==> config.mk <==
export PLATFORM = sky130hd
export DESIGN_NAME = route_compute
export DESIGN_NICKNAME = d
export VERILOG_FILES = /design/src/rtl/route_compute.sv
export SDC_FILE = /design/constraint.sdc
export NUM_CORES = 1
export LEC_CHECK = 0
export BUFFER_PORTS_ARGS = -buffer_cell sky130_fd_sc_hd__buf_2
export CAP_MARGIN = 20
export CORE_AREA = 10 10 186 153
export DETAILED_ROUTE_END_ITERATION = 10
export DIE_AREA = 0 0 196 163
export PLACE_DENSITY = 0.74
export SETUP_SLACK_MARGIN = 0.1
export SLEW_MARGIN = 20
export SYNTH_ARGS = -nofsm -noshare
export SYNTH_HDL_FRONTEND = slang
export SYNTH_SLANG_ARGS = --single-unit
==> constraint.sdc <==
create_clock -name clk -period 11.1 [get_ports clk]
set_input_delay 2.22 -clock clk [delete_from_list [all_inputs] [get_ports clk]]
set_output_delay 2.22 -clock clk [all_outputs]
set_load 0.01 [all_outputs]
==> src/rtl/route_compute.sv <==
// XY route computation stage: per input port a 2-deep flit FIFO plus a packet
// FSM that tags the head flit with its route code or drops malformed flits.

module route_compute_port #(
    parameter logic [3:0] CUR_X = 4'd0,
    parameter logic [3:0] CUR_Y = 4'd0
) (
    input  logic        clk,
    input  logic        rst,
    input  logic [39:0] din_i,
    input  logic        din_valid_i,
    output logic        din_ready_o,
    output logic [39:0] dout_o,
    output logic        dout_valid_o,
    input  logic        dout_ready_i,
    output logic [1:0]  route_o,
    output logic        err_o,
    output logic        state_o
);
    // Handshake: a flit moves on a side only in a cycle where both valid and
    // ready are 1; valid never waits on ready, and held outputs stay stable.
    localparam logic [0:0] S_IDLE   = 1'b0;
    localparam logic [0:0] S_PACKET = 1'b1;

    localparam logic [1:0] T_HEADER = 2'b01;
    localparam logic [1:0] T_TAIL   = 2'b11;

    logic [39:0] mem_q [2];
    logic        wr_ptr_q, wr_ptr_d;
    logic        rd_ptr_q, rd_ptr_d;
    logic [1:0]  count_q, count_d;
    logic [0:0]  state_q, state_d;
    logic [1:0]  route_q, route_d;
    // Holds din_ready low until the first edge after reset is released.
    logic        rdy_en_q;

    logic [39:0] head;
    logic [1:0]  head_type;
    logic        not_empty;
    logic        head_starts;
    logic        drop;
    logic        valid;
    logic        push;
    logic        pop;
    logic [1:0]  xy_code;

    assign head        = mem_q[rd_ptr_q];
    assign head_type   = head[39:38];
    assign not_empty   = (count_q != 2'd0);
    assign head_starts = ~head_type[1];
    assign drop        = not_empty & ((state_q == S_IDLE) ? ~head_starts : head_starts);
    assign valid       = not_empty & ~drop;

    assign din_ready_o = rdy_en_q & (count_q != 2'd2);
    assign push        = din_valid_i & din_ready_o;
    assign pop         = (valid & dout_ready_i) | drop;

    always_comb begin
        xy_code = 2'b11;
        if (head[37:34] != CUR_X) begin
            xy_code = 2'b01;
        end else if (head[33:30] != CUR_Y) begin
            xy_code = 2'b10;
        end
    end

    assign dout_o       = head;
    assign dout_valid_o = valid;
    assign route_o      = valid ? ((state_q == S_PACKET) ? route_q : xy_code) : 2'b00;
    assign err_o        = drop;
    assign state_o      = state_q;

    always_comb begin
        wr_ptr_d = wr_ptr_q;
        rd_ptr_d = rd_ptr_q;
        count_d  = count_q;
        if (push) begin
            wr_ptr_d = ~wr_ptr_q;
        end
        if (pop) begin
            rd_ptr_d = ~rd_ptr_q;
        end
        case ({push, pop})
            2'b10:   count_d = count_q + 2'd1;
            2'b01:   count_d = count_q - 2'd1;
            default: count_d = count_q;
        endcase
    end

    // Dropped flits never change the packet state.
    always_comb begin
        state_d = state_q;
        route_d = route_q;
        if (pop && !drop) begin
            if (state_q == S_IDLE && head_type == T_HEADER) begin
                state_d = S_PACKET;
                route_d = xy_code;
            end else if (state_q == S_PACKET && head_type == T_TAIL) begin
                state_d = S_IDLE;
            end
        end
    end

    always_ff @(posedge clk or posedge rst) begin
        if (rst) begin
            mem_q[0] <= '0;
            mem_q[1] <= '0;
            wr_ptr_q <= 1'b0;
            rd_ptr_q <= 1'b0;
            count_q  <= 2'd0;
            state_q  <= S_IDLE;
            route_q  <= 2'b00;
            rdy_en_q <= 1'b0;
        end else begin
            if (push) begin
                mem_q[wr_ptr_q] <= din_i;
            end
            wr_ptr_q <= wr_ptr_d;
            rd_ptr_q <= rd_ptr_d;
            count_q  <= count_d;
            state_q  <= state_d;
            route_q  <= route_d;
            rdy_en_q <= 1'b1;
        end
    end
endmodule

module route_compute #(
    parameter logic [3:0] CUR_X = 4'd0,
    parameter logic [3:0] CUR_Y = 4'd0
) (
    input  logic        clk,
    input  logic        rst,
    input  logic [39:0] din_x,
    input  logic        din_valid_x,
    output logic        din_ready_x,
    output logic [39:0] dout_x,
    output logic        dout_valid_x,
    input  logic        dout_ready_x,
    output logic [1:0]  router_algorithm_out_x,
    output logic        err_x,
    input  logic [39:0] din_y,
    input  logic        din_valid_y,
    output logic        din_ready_y,
    output logic [39:0] dout_y,
    output logic        dout_valid_y,
    input  logic        dout_ready_y,
    output logic [1:0]  router_algorithm_out_y,
    output logic        err_y,
    input  logic [39:0] din_local,
    input  logic        din_valid_local,
    output logic        din_ready_local,
    output logic [39:0] dout_local,
    output logic        dout_valid_local,
    input  logic        dout_ready_local,
    output logic [1:0]  router_algorithm_out_local,
    output logic        err_local,
    output logic [2:0]  dbg_state_o
);
    // dbg_state_o = {local, y, x}; 1 means the port is inside a packet.
    route_compute_port #(.CUR_X(CUR_X), .CUR_Y(CUR_Y)) u_port_x (
        .clk(clk), .rst(rst),
        .din_i(din_x), .din_valid_i(din_valid_x), .din_ready_o(din_ready_x),
        .dout_o(dout_x), .dout_valid_o(dout_valid_x), .dout_ready_i(dout_ready_x),
        .route_o(router_algorithm_out_x), .err_o(err_x), .state_o(dbg_state_o[0])
    );

    route_compute_port #(.CUR_X(CUR_X), .CUR_Y(CUR_Y)) u_port_y (
        .clk(clk), .rst(rst),
        .din_i(din_y), .din_valid_i(din_valid_y), .din_ready_o(din_ready_y),
        .dout_o(dout_y), .dout_valid_o(dout_valid_y), .dout_ready_i(dout_ready_y),
        .route_o(router_algorithm_out_y), .err_o(err_y), .state_o(dbg_state_o[1])
    );

    route_compute_port #(.CUR_X(CUR_X), .CUR_Y(CUR_Y)) u_port_local (
        .clk(clk), .rst(rst),
        .din_i(din_local), .din_valid_i(din_valid_local), .din_ready_o(din_ready_local),
        .dout_o(dout_local), .dout_valid_o(dout_valid_local), .dout_ready_i(dout_ready_local),
        .route_o(router_algorithm_out_local), .err_o(err_local), .state_o(dbg_state_o[2])
    );
endmodule

Word level (Yosys, flattened, before mapping)

Cells that the tools add are included.
Widths: inputs -> output; s select.

Latch bits: 0
Memory bits (writable): 0
Memories: 0
Register bits: 262
ROM bits: 0
Output and inout port bits: 138
Input port bits: 128
Logic and storage cells: 169

$lt $le $gt $ge: 9
Reduce and logical (&&, ||, !) cells: 36
Multiply operators: 0
Bitwise logic cells: 39
Equality and inequality tests: 15
Add/subtract/negate cells: 6
Shifts and indexed selects: 0
Mux-type cells: 42
Divide/modulo/power cells: 0

Operator list:

| operator            | number |
|---|---|
| $mux 40             | 12 |
| $bwmux 80           | 3 |
| $demux 40 s1        | 3 |
| $reduce_bool 4->1   | 6 |
| $mux 2              | 9 |
| $reduce_bool 2->1   | 9 |
| $and 1x1->1         | 15 |
| $not 1->1           | 15 |
| $eq 2x1->1 const B  | 6 |
| $eq 2x2->1 const B  | 6 |
| $ge 2x2->1 const B  | 6 |
| $logic_and 1x1->1   | 12 |
| $mux 1              | 12 |
| $not 1->2           | 6 |
| $pmux 2 s2          | 3 |
| $reduce_and 2->1    | 6 |
| $add 2x1->2 const B | 3 |
| $lt 2x1->1 const B  | 3 |
| $ne 2x2->1 const B  | 3 |
| $sub 2x1->2 const B | 3 |
| $logic_not 1->1     | 3 |
| $or 1x1->1          | 3 |

Longest topological paths before layout

Gate-level depths: netlist of the first run.

Word-level depth: 13
Mapped depth: 9
Depth with buffers taken out: 8

Modules after synthesis

A second synthesis of the first run with hierarchy kept.

Cells, all modules: 798
Area total of the unflattened synthesis: 12390.6 µm²

Modules (own cells, without submodules):

| module             | cells each | times used | area an instance (µm²) |
|---|---|---|---|
| route_compute_port | 266        | 3          | 4130.2 |

Worst setup path after synthesis of the first run

Ideal clock, no wire load.

Kind: flip-flop to output port
Start point: register u_port_y.rd_ptr_q
End point: output router_algorithm_out_y[0]
Stages on the path, launching flop included: 6
Required time: 8880 ps
Arrival time: 1494 ps
Path buffers: 1
Slack: 7386 ps
Cells stage by stage: dfrtp_1 -> buf_2 -> mux2_2 -> xor2_1 -> nor2_1 -> o211a_1

Word-level cells in the longest chain between the ends: 10
Elaborated cells on any way between the ends: 15
Those cells by class: mux: 8; bitwise: 5; reduce/logical: 2

RTL lines:

| what                                            | RTL line | text |
|---|---|---|
| start, declared                                 | 30       | `logic rd_ptr_q, rd_ptr_d;` |
| start signal, assigned                          | 119      | `rd_ptr_q <= rd_ptr_d;` |
| $not 1->2 (implied by the code) (*)             | 47       | `assign head = mem_q[rd_ptr_q];` |
| $mux 40 (implied by the code) (*) (3 in series) | 47       |  |
| named net dout_y[39]                            | 145      | `output logic [39:0] dout_y,` |
| $not 1->1                                       | 50       | `assign head_starts = ~head_type[1];` |
| $mux 1 (*)                                      | 51       | `assign drop = not_empty & ((state_q == S_IDLE) ? ~head_starts : head_starts);` |
| $and 1x1->1 (*)                                 | 51       |  |
| $not 1->1 (*)                                   | 52       | `assign valid = not_empty & ~drop;` |
| $and 1x1->1 (*)                                 | 52       |  |
| named net dout_valid_y                          | 146      | `output logic dout_valid_y,` |
| $mux 2 (*)                                      | 69       | `assign route_o = valid ? ((state_q == S_PACKET) ? route_q : xy_code) : 2'b00;` |
| end, declared                                   | 148      | `output logic [1:0] router_algorithm_out_y,` |

Mark *: on every way through the listed nets, which the timed path passes. The rest lies on a longest branch. The select of a mux whose other input is x is not followed.

Final worst setup path of the first run

Start point: register u_port_y.rd_ptr_q
End point: output router_algorithm_out_y[0]

Word-level cells in the longest chain between the ends: 10
Elaborated cells on any way between the ends: 15
Those cells by class: mux: 8; bitwise: 5; reduce/logical: 2

RTL lines:

| what                                                                      | RTL line |
|---|---|
| $not 1->2 (implied by the code) (*)                                       | 47 |
| $mux 40 (implied by the code) (*) (3 in series)                           | 47 |
| parallel branches: the longest is 5 deep, another holds $reduce_bool 4->1 | n/a |
| $mux 2 (*)                                                                | 69 |

Mark *: on every way between the ends. The select of a mux whose other input is x is not followed.

==> results of run 1 <==
[worst paths after layout]
check / start / slack [ns] / to / depth (start not counted)
worst max-delay path: u_port_y.rd_ptr_q / 6.20 / router_algorithm_out_y[0] / 5
worst min-delay path: u_port_x.mem_q[7] / 0.50 / u_port_x.mem_q[7] / 1
worst max register to register: u_port_y.rd_ptr_q / 8.41 / u_port_y.count_q[1] / 7
worst min register to register: u_port_x.mem_q[7] / 0.50 / u_port_x.mem_q[7] / 1
max in group asynchronous: rst / 7.71 / u_port_y.rd_ptr_q / 3
min in group asynchronous: rst / 1.87 / u_port_y.mem_q[38] / 2
[metrics by stage]
step | worst slack (ns) | hold WS [ns] | power, W | instances | util, %
2_1_floorplan | 1.67 | 0.458 | 0.00326 | 791 | -
3_3_place_gp | 6.76 | 0.481 | 0.00389 | 1340 | 55.0
3_5_place_dp | 6.72 | 0.487 | 0.00393 | 1340 | 55.0
4_1_cts | 6.13 | 0.500 | 0.00487 | 1390 | 58.6
5_1_grt | 6.02 | 0.508 | 0.00512 | 1391 | 58.6
6_report | 6.20 | 0.498 | 0.00481 | 1393 | 58.6
[worst reg2reg max path: cells and delay by family, from the launching register on]
| kind | cells | cell delay [ns] |
|---|---|---|
| DFF | 1 | 1.03 |
| xor gates and xnor gates | 2 | 0.31 |
| muxes | 1 | 0.48 |
| buffers and inverters | 1 | 0.08 |
| adders and majority gates | 1 | 0.31 |
| AOI/OAI and AO/OA | 1 | 0.28 |
| and+or+nand+nor | 1 | 0.13 |
[layer usage]
layer / global-route usage, % / vias to the layer above / wire length (µm)
met5: 0 / - / 8
met4: 3.33 / 2 / 374
met3: 5.08 / 30 / 1870
met2: 26.6 / 184 / 12900
met1: 22.3 / 3669 / 12400
li1: - / 3332 / -
[power groups by stage]
stage                     Sequential (W)  Clock, W  Combinational, W
after floorplan                  0.00163         0           0.00163
after global placement           0.00175         0           0.00214
after detailed placement         0.00176         0           0.00217
after CTS                        0.00177  0.000929           0.00218
after global routing             0.00183  0.000968           0.00232
final                            0.00177  0.000902           0.00214
[synth_stat cells]
master / n
a211o_1: 2
a21oi_1: 5
a22o_1: 1
buf_12: 4
buf_2: 19
buf_4: 5
buf_6: 11
clkbuf_1: 10
clkbuf_2: 1
conb_1: 1
dfrtp_1: 262
ha_1: 3
inv_1: 9
mux2_2: 249
mux2_4: 117
mux2i_1: 5
nand2_1: 11
nand2b_1: 1
nand3_1: 3
nand3b_1: 3
nor2_1: 15
nor2b_1: 1
nor3_1: 8
nor4_1: 5
o211a_1: 1
o211ai_2: 3
o21a_1: 3
o21ai_0: 5
o22ai_1: 3
o31ai_1: 1
or2_1: 3
or4_1: 4
xnor2_1: 14
xor2_1: 3
[layout by cell type (no fill, tap or decap), types with 2 or more instances in the layout]
cell	instances
a211o_1	2
a21oi_1	5
buf_2	265
buf_4	10
clkbuf_1	5
clkbuf_16	29
clkbuf_8	5
clkinv_2	9
dfrtp_1	259
dfrtp_2	3
diode_2	3
ha_1	3
inv_1	8
mux2_2	249
mux2_4	117
mux2i_1	5
nand2_1	11
nand3_2	3
nand3b_1	3
nor2_1	15
nor3_1	8
nor4_1	5
o211ai_2	3
o21a_1	3
o21ai_0	5
o22ai_1	3
or2_2	3
or4_1	4
xnor2_1	14
xor2_1	3
[registers in the layout (all words and copies together) (netlist names), 2 cells and up]
signal	cells
u_port_local.count_q	2
u_port_local.mem_q	80
u_port_local.route_q	2
u_port_x.count_q	2
u_port_x.mem_q	80
u_port_x.route_q	2
u_port_y.count_q	2
u_port_y.mem_q	80
u_port_y.route_q	2
[kinds of logic after synthesis]
family / after synthesis / share of synthesized area (%)
multiplexers: 371 / 37.8
adder cells (fa/ha/maj): 3 / 0.307
AND/OR/NAND/NOR: 54 / 2.19
buffers and inverters: 59 / 3.38
flip-flops: 262 / 53.7
other: 1 / 0.0307
AO/OA/AOI/OAI: 24 / 1.41
XOR/XNOR: 17 / 1.22
[cell type report]
| type | count | share of cell area, % |
|---|---|---|
| flip-flops and latches | 262 | 45.0 |
| multi-input cells | 470 | 36.1 |
| repair buffers | 275 | 9.62 |
| clock buffers | 39 | 5.58 |
| well taps | 324 | 2.78 |
| clock inverters | 11 | 0.575 |
| inverters | 9 | 0.283 |
| diodes | 3 | 0.0515 |
==> results.txt, run 1 <==
Area delta synth->final - 19.3%
Arrival time worst endpoint - 2.68 ns
Final Hold Viols - 0
Synthesized instance count - 791
CP Max Fanout - 45
Int Power - 0.00320 W
Hpwl dp - 19.1 mm
Final setup violation count - 0
# Max-Cap Violations - 0
CP Class - flip-flop to output port
Final Cycle Share - 44.2%
CP max stage cell - dfrtp_2
Fin Setup TNS - 0 ns
Num ports - 266
CTS tree - yes
Seq pwr share - 36.8%
Multi-input logic area - 5260 µm²
Worst setup SP type - flip-flop
Critical Path RT - 8.88 ns
Comb pwr share - 44.5%
Final Skew - 0.00692 ns
Sequential Area - 6560 µm²
Effective utilization at floorplan - 49.1%
Peak VDD IR - 0.182 mV
Finished Cell Area - 14600 µm²
Syn_area_per_cell - 15.4 µm²
Clk pin slew, worst setup/hold paths - 0.06 ns
Pwr per Cell Area - 330 nW/µm²
Outcome - finished, final reports clean
Root buf cell - clkbuf_16
Vias in the first global route - 7976
Nets@finish - 1177
Yosys top cell area share - 53.7%
WP buf/inv - 1
Core area - 24900 µm²
Worst slew pin tran - 1.03 ns
I/O Buffers - 265
Synth Net Count - 922
Netlist cell types - 34
Post-synthesis sequential area ratio - 53.7%
Fillers - 1978
Post-DP Area - 13700 µm²
DR DRC count - 0
Drt first pass iters - 4
Switching share of power - 33.4%
Num CTS Buffers - 28
Clock Tree Buf Depth - 3
Synth area leader - dfrtp_1
Leakage - 7.15 nW
Resized cells post-CTS - 0
Drt wl/cell - 19.7 µm
GRT overflow - 0
Dominant cells by area after synthesis - dfrtp_1 54%, mux2_2 23%, mux2_4 14%
Hold Path Class - flip-flop to flip-flop
Die width - 196 µm
Hold buffer count at cts - 0
Worst Setup End Kind - output port
Mapped cell area - 12200 µm²
Vias/cell - 5.18
First-pass GRT wire length - 44.2 mm
Final wirelength - 27.5 mm
Slew Viols, Final - 0
RSZ-0062 raised after global routing - no
Chip height - 163 µm
Gpl congestion - 0.794
Num rows - 52
Via count - 7217
Layout cells sized above 1 - 65.6%
Worst relative slew slack - 31.2%
Crit-path max cell delay - 1.03 ns
Total track usage - 16.7%
Clk_lat worst skew - 0.52 ns
DRT antenna net count - 0
Yosys warning count - 0
Initial antenna violation count - 4
Clock power frac - 18.8%
Min Tclk post-route - 4.90 ns
Flops & latches, synth - 262
Largest net degree at the start of global routing - 122
Crit path max-delay family - flip-flops
Net Sw Power - 0.00161 W
Worst path cell trace - mux2_2 -> xor2_1 -> nor2_1 -> o211a_1 -> buf_2
Htree depth - 1
Clock Sinks - 262
Max Freq - 0.204 GHz
Initial DRC count - 271
Post-CTS Setup Inserts - 0
Die ar. - 31900 µm²
No activity file was read; power rests on OpenSTA's default activity.
==> inputs of run 2 (changes only) <==
Clock period 11.1 ns to 4.9 ns, I/O delays scaled along.
==> run 2 against run 1 <==
- clock-buffer cell count increased by 1
- combinational power increased by 130%
- wire length grew 2.9%
- total power increased by 130%
- cell count shrank 0.14%
- critical path depth unchanged
- via count is 0.85% higher
==> results.txt, run 2 (synthesis results as in run 1) <==
Vias/cell - 5.23 (+0.99%)
Initial antenna violation count - 4 (unchanged)
Root buf cell - clkbuf_16
Pwr per Cell Area - 749 nW/µm² (+130%)
Final wirelength - 28.3 mm (+2.9%)
# Max-Cap Violations - 0 (unchanged)
Vias in the first global route - 8006 (+0.38%)
Chip height - 163 µm (unchanged)
Max Freq - 0.298 GHz
Worst slew pin tran - 0.975 ns (-0.0573 ns)
Worst Hold Endpoint - u_port_y.mem_q[3]
Hold path depth - 1 (unchanged)
DRT antenna net count - 0 (unchanged)
Hold buffer count at cts - 0 (unchanged)
Finished Cell Area - 14600 µm² (+0.16%)
Most common cell after layout, fill and taps aside - buf_2
Reg2Reg Depth - 4 (-3)
Resized cells post-CTS - 0 (unchanged)
Initial DRC count - 289 (+6.6%)
R2R setup slack - 2.47 ns (-5.94 ns)
Layout cells sized above 1 - 65.5% (-0.094 points)
RSZ-0062 raised after global routing - no
Largest regs - u_port_local.mem_q (80), u_port_x.mem_q (80), u_port_y.mem_q (80)
GRT overflow - 0 (unchanged)
Worst relative slew slack - 35.0% (+3.8 points)
Largest net degree at the start of global routing - 151 (+24%)
First-pass GRT wire length - 45.1 mm (+1.9%)
Worst setup startpoint - u_port_y.rd_ptr_q
Drt first pass iters - 4 (unchanged)
CP Max Fanout - 28 (-38%)
Clk pin slew, worst setup/hold paths - 0.06 ns (about the same)
CP Class - flip-flop to output port
Post-CTS Setup Inserts - 0 (unchanged)
Num rows - 52 (unchanged)
Via count - 7278 (+0.85%)
Leakage - 7.15 nW (about the same)
Total track usage - 17.1% (+0.37 points)
Core area - 24900 µm² (unchanged)
DR DRC count - 0 (unchanged)
Final Hold Viols - 0 (unchanged)
Clock Tree Buf Depth - 3 (unchanged)
Clk_lat worst skew - 0.52 ns (about the same)
RR Startpoint - u_port_local.count_q[0]
Die width - 196 µm (unchanged)
Worst setup SP type - flip-flop
Area delta synth->final - 19.5%
Peak VDD IR - 0.369 mV (+100%)
Slew Viols, Final - 0 (unchanged)
Multi-input logic area - 5260 µm² (unchanged)
Post-DP Area - 13700 µm² (+0.26%)
Arrival time worst endpoint - 2.37 ns (-0.31 ns)
Worst Setup End Kind - output port
Fillers - 1982 (+0.20%)
Drt wl/cell - 20.3 µm (+3.0%)
Nets@finish - 1178 (+0.085%)
Fin Setup TNS - 0 ns (unchanged)
Htree depth - 1 (unchanged)
Final setup violation count - 0 (unchanged)
Num CTS Buffers - 27 (-3.6%)
Final Cycle Share - 68.4%
Reg2reg end - u_port_local.mem_q[64]
Num ports - 266 (unchanged)
Clock Sinks - 262 (unchanged)
Final Skew - 0.00920 ns (+0.00228 ns)
Die ar. - 31900 µm² (unchanged)
I/O Buffers - 265 (unchanged)
Critical Path RT - 3.92 ns (-4.96 ns)
Hold Path Class - flip-flop to flip-flop
Min Tclk post-route - 3.35 ns
Most frequent cells in the layout - 265 x buf_2, 259 x dfrtp_1, 249 x mux2_2, 117 x mux2_4, 27 x clkbuf_16
Sequential Area - 6560 µm² (unchanged)
Effective utilization at floorplan - 49.1% (unchanged)
CTS tree - yes
Hpwl dp - 19.9 mm (+3.7%)
Hold path start - u_port_y.mem_q[3]
Outcome - finished, final reports clean
Gpl congestion - 0.797 (+0.42%)
==> run 2: cell count changes in the layout (fill, tap and decap cells not counted), moves of 2 or more <==
cell        before  now
buf_12           0    2
clkbuf_16       29   27
clkbuf_8         5    7
clkinv_2         9    4
clkinvlp_4       0    3
diode_2          3    1
==> run 2: how the worst max path moves through the flow <==
stage | to | slack (ns)
floorplan | u_port_local.count_q[0] | 0.46
global placement | u_port_local.mem_q[59] | 2.04
detailed placement | u_port_local.mem_q[63] | 2.01
CTS | router_algorithm_out_x[0] | 1.50
global route | router_algorithm_out_x[1] | 1.41
finish | router_algorithm_out_y[0] | 1.55
==> run 2: layout make-up <==
type / instances / share of cell area (%)
Inverter: 9 / 0.257
Timing Repair Buffer: 277 / 9.88
Clock buffer: 40 / 5.44
Tap cell: 324 / 2.78
Multi-Input combinational cell: 470 / 36.0
Sequential cell: 262 / 45.0
Clock inverter: 8 / 0.652
Antenna cell: 1 / 0.0171
==> run 2: metal layers <==
metal,vias to the layer above,GRT usage [%],wire length (µm)
met5,-,0,7
met4,2,4.16,626
met3,44,4.63,1810
met2,186,26.6,13000
met1,3709,23.3,12800
li1,3337,-,-
==> run 2: stage by stage <==
step | cells | util [%] | hold WS (ns) | total power [W] | setup slack (ns)
floorplan | 791 | - | 0.458 | 0.00739 | 0.464
global placement | 1342 | 55.1 | 0.480 | 0.00883 | 2.04
detailed placement | 1342 | 55.1 | 0.487 | 0.00895 | 2.01
CTS | 1390 | 58.7 | 0.502 | 0.0111 | 1.50
global route | 1390 | 58.7 | 0.515 | 0.0116 | 1.41
finish | 1391 | 58.7 | 0.500 | 0.0109 | 1.55
==> run 2: report_power, final <==
part	leakage, nW	internal (W)	switching [W]
registers	3.12	0.00327	0.000765
clock network	0.434	0.00122	0.000828
logic	3.60	0.00279	0.00206
total	7.15	0.00728	0.00366
==> run 2: worst max-delay path: stages, from the launching register on <==
cell and delay, ns:
dfrtp_2 0.79, mux2_2 0.45, xor2_1 0.26, nor2_1 0.10
o211a_1 0.11, buf_2 0.13
==> inputs of run 3 (changes only) <==
Settings changed: ABC_AREA from default to 1, CORE_AREA 10 10 186 153 to 10 10 188 154, DIE_AREA 0 0 196 163 to 0 0 198 164, PLACE_DENSITY 0.74 to 0.73.
Clock period 4.9 ns to 3.46 ns, I/O delays scaled along.
==> run 3 against run 2 <==
- worst hold slack worse by 0.13 ns
- sequential share of layout area is 0.69 points lower
- design area is 1.5% higher
- die area is 1.6% higher
- synthesized area is 1.6% higher
- wire length is 12% higher
- clock power is 56% higher
- critical path type unchanged
- non-clock buffer count is 11 higher
- combinational power is 33% higher
- highest routed layer is now met4
==> results.txt, run 3 <==
Root buf cell - clkbuf_16
Synthesized instance count - 1531 (+94%)
Slew Viols, Final - 0 (unchanged)
Synth Flop Type - dfrtp_1
N_diodes - 0 (-1)
GRT overflow - 0 (unchanged)
Post-synth ARST share - 100% (unchanged)
Die ar. - 32500 µm² (+1.6%)
Core area - 25100 µm² (+1.0%)
Reg2reg end - u_port_y.count_q[1]
Final setup violation count - 0 (unchanged)
Fin Setup TNS - 0 ns (unchanged)
Syn_area_per_cell - 8.10 µm² (-48%)
Largest net degree at the start of global routing - 72 (-52%)
Pwr per Cell Area - 1010 nW/µm² (+35%)
I/O Buffers - 265 (unchanged)
Hold slack - 0.371 ns (-0.129 ns)
Worst Setup End Kind - output port
CP Max Fanout - 24 (-14%)
DRT antenna net count - 0 (unchanged)
R2R setup slack - 1.08 ns (-1.39 ns)
Yosys warning count - 0 (unchanged)
Area delta synth->final - 19.4% (about the same)
Num CTS Buffers - 27 (unchanged)
Leakage - 8.46 nW (+18%)
Final Hold Viols - 0 (unchanged)
Synth cell count leaders - 672 x nand2_1, 262 x dfrtp_1, 182 x inv_1
Chip height - 164 µm (+0.61%)
Sequential Area - 6560 µm² (about the same)
Max Freq - 0.333 GHz
Final Cycle Share - 86.8%
Worst setup SP type - flip-flop
Critical Path RT - 2.77 ns (-1.15 ns)
Via count - 10400 (+43%)
Clock Tree Buf Depth - 3 (unchanged)
Mapped cell area - 12400 µm² (+1.6%)
Final Instance Count excl. Fillers - 2110 (+52%)
First-pass GRT wire length - 51.6 mm (+14%)
Most frequent cells in the layout - 672 x nand2_1, 265 x buf_2, 262 x dfrtp_1, 181 x inv_1, 123 x o21ai_0
Gpl congestion - 0.851 (+6.8%)
Min Tclk post-route - 3.00 ns
Htree depth - 1 (unchanged)
Num rows - 52 (unchanged)
Hold buffer count at cts - 0 (unchanged)
Outcome - finished, final reports clean
Synth area leader - dfrtp_1
Multi-input logic area - 4630 µm² (-12%)
Final Skew - 0.0320 ns (+0.0228 ns)
Arrival time worst endpoint - 2.31 ns (-0.06 ns)
Synth Net Count - 1662 (+80%)
Flops & latches, synth - 262 (unchanged)
Vias in the first global route - 10200 (+27%)
Die width - 198 µm (+1.0%)
Fillers - 2256 (+14%)
DR DRC count - 0 (unchanged)
Clk pin slew, worst setup/hold paths - 0.06 ns (about the same)
Pre-CTS setup slack - 0.997 ns (-1.02 ns)
# Max-Cap Violations - 0 (unchanged)
Crit path to - router_algorithm_out_local[0]
Peak VDD IR - 0.530 mV (+44%)
CTS tree - yes
Yosys top cell area share - 52.9% (-0.82 points)
Drt wl/cell - 15.1 µm (-26%)
Hpwl dp - 22.6 mm (+14%)
Final worst setup slack - 0.458 ns (-1.09 ns)
Clock Sinks - 262 (unchanged)
Post-CTS Setup Inserts - 0 (unchanged)
Post-synthesis sequential area ratio - 52.9% (-0.82 points)
RR Startpoint - u_port_y.rd_ptr_q
Netlist cell types - 24 (-29%)
Most common cell after layout, fill and taps aside - nand2_1
Nets@finish - 1898 (+61%)
Effective utilization at floorplan - 49.4% (+0.25 points)
Clk_lat worst skew - 0.54 ns (+0.02 ns)
Worst setup startpoint - u_port_local.rd_ptr_q
Initial antenna violation count - 2 (-2)
Drt first pass iters - 5 (+1)
CP Class - flip-flop to output port
Hold Path Class - input port to asynchronous set/reset pin
Total track usage - 19.2% (+2.1 points)
RSZ-0062 raised after global routing - no
Layout cells sized above 1 - 24.9% (-41 points)
Num ports - 266 (unchanged)
Reg2Reg Depth - 10 (+6)
Resized cells post-CTS - 0 (unchanged)
Largest regs - u_port_local.mem_q (80), u_port_x.mem_q (80), u_port_y.mem_q (80)
Worst slew pin tran - 0.968 ns (-0.00779 ns)
Final Util - 59.0% (+0.26 points)
EDFF count, synth - 0 (unchanged)
Dominant cells by area after synthesis - dfrtp_1 53%, nand2_1 20%, o21ai_2 6.9%
Worst relative slew slack - 35.4% (+0.38 points)
Vias/cell - 4.92 (-6.0%)
Most common cell in the netlist - nand2_1
Dpl cells - 2062 (+54%)
Initial DRC count - 777 (+170%)
Final wirelength - 31.8 mm (+12%)
run 3: cell count changes in the layout (fill, tap and decap cells not counted), sizes merged, moves of 6 or more:
| cell | before | now |
|---|---|---|
| inv | 8 | 185 |
| buf | 277 | 288 |
| xnor2 | 14 | 3 |
| mux2 | 366 | 0 |
| nor3 | 8 | 0 |
| nand3 | 3 | 33 |
| nand4 | 0 | 6 |
| o21ai | 5 | 243 |
| nor2 | 15 | 21 |
| nand2 | 11 | 675 |
run 3: routing by layer:
layer  GRT usage, %  routed length [µm]  vias to the layer above
li1               -                   -                     5179
met1           25.3               14000                     4845
met2           31.8               14800                      303
met3           4.01                2160                       47
met4           4.81                 763                        0
met5              0                   0                        -
run 3: logic make-up (layout without fill, tap and decap cells):
group	after synthesis	after routing	synth area share, %
AOI/OAI and AO/OA	252	252	13.4
xor gates and xnor gates	6	6	0.424
adders and majority gates	3	3	0.303
buffers and inverters	266	521	9.93
DFF	262	262	52.9
other	1	1	0.0302
and+or+nand+nor	741	741	23.1
run 3: cell type report:
type / instances / share of cell area, %
multi-input combinational: 1003 / 31.3
timing repair buffer: 288 / 10.4
inverter: 185 / 4.71
clock inverter: 11 / 1.41
tap: 324 / 2.74
sequential: 262 / 44.3
clock buffer: 37 / 5.22
run 3: where the power goes:
group	internal (W)	leakage, nW	switching, W	total [W]
Combinational	0.00239	4.70	0.00404	0.00644
Clock	0.00200	0.486	0.00119	0.00319
Sequential	0.00450	3.27	0.000819	0.00531
Total	0.00889	8.46	0.00605	0.0149
run 3: worst max-delay path, cell delays in order, from the launching register on:
cell and delay, ns:
dfrtp_1 0.37, inv_1 0.56, nand2_1 0.21, nand2_1 0.14
nand2_1 0.06, nand3_1 0.13, nor2_1 0.05, and2_1 0.14
buf_2 0.13
run 3: stage by stage:
step                cell area (µm²)  total power (W)
CTS                           14800           0.0151
global placement              13800           0.0116
finish                        14800           0.0149
detailed placement            13800           0.0118
floorplan                     12400          0.00962
global route                  14800           0.0162
run 3: worst min-delay path by stage:
stage	cells after the start	startpoint	endpoint
floorplan	2	u_port_local.route_q[1]	u_port_local.route_q[1]
global placement	2	u_port_local.route_q[1]	u_port_local.route_q[1]
detailed placement	2	u_port_x.mem_q[73]	u_port_x.mem_q[73]
CTS	2	rst	u_port_y.mem_q[56]
global route	3	din_y[24]	u_port_y.mem_q[64]
finish	2	rst	u_port_x.mem_q[46]
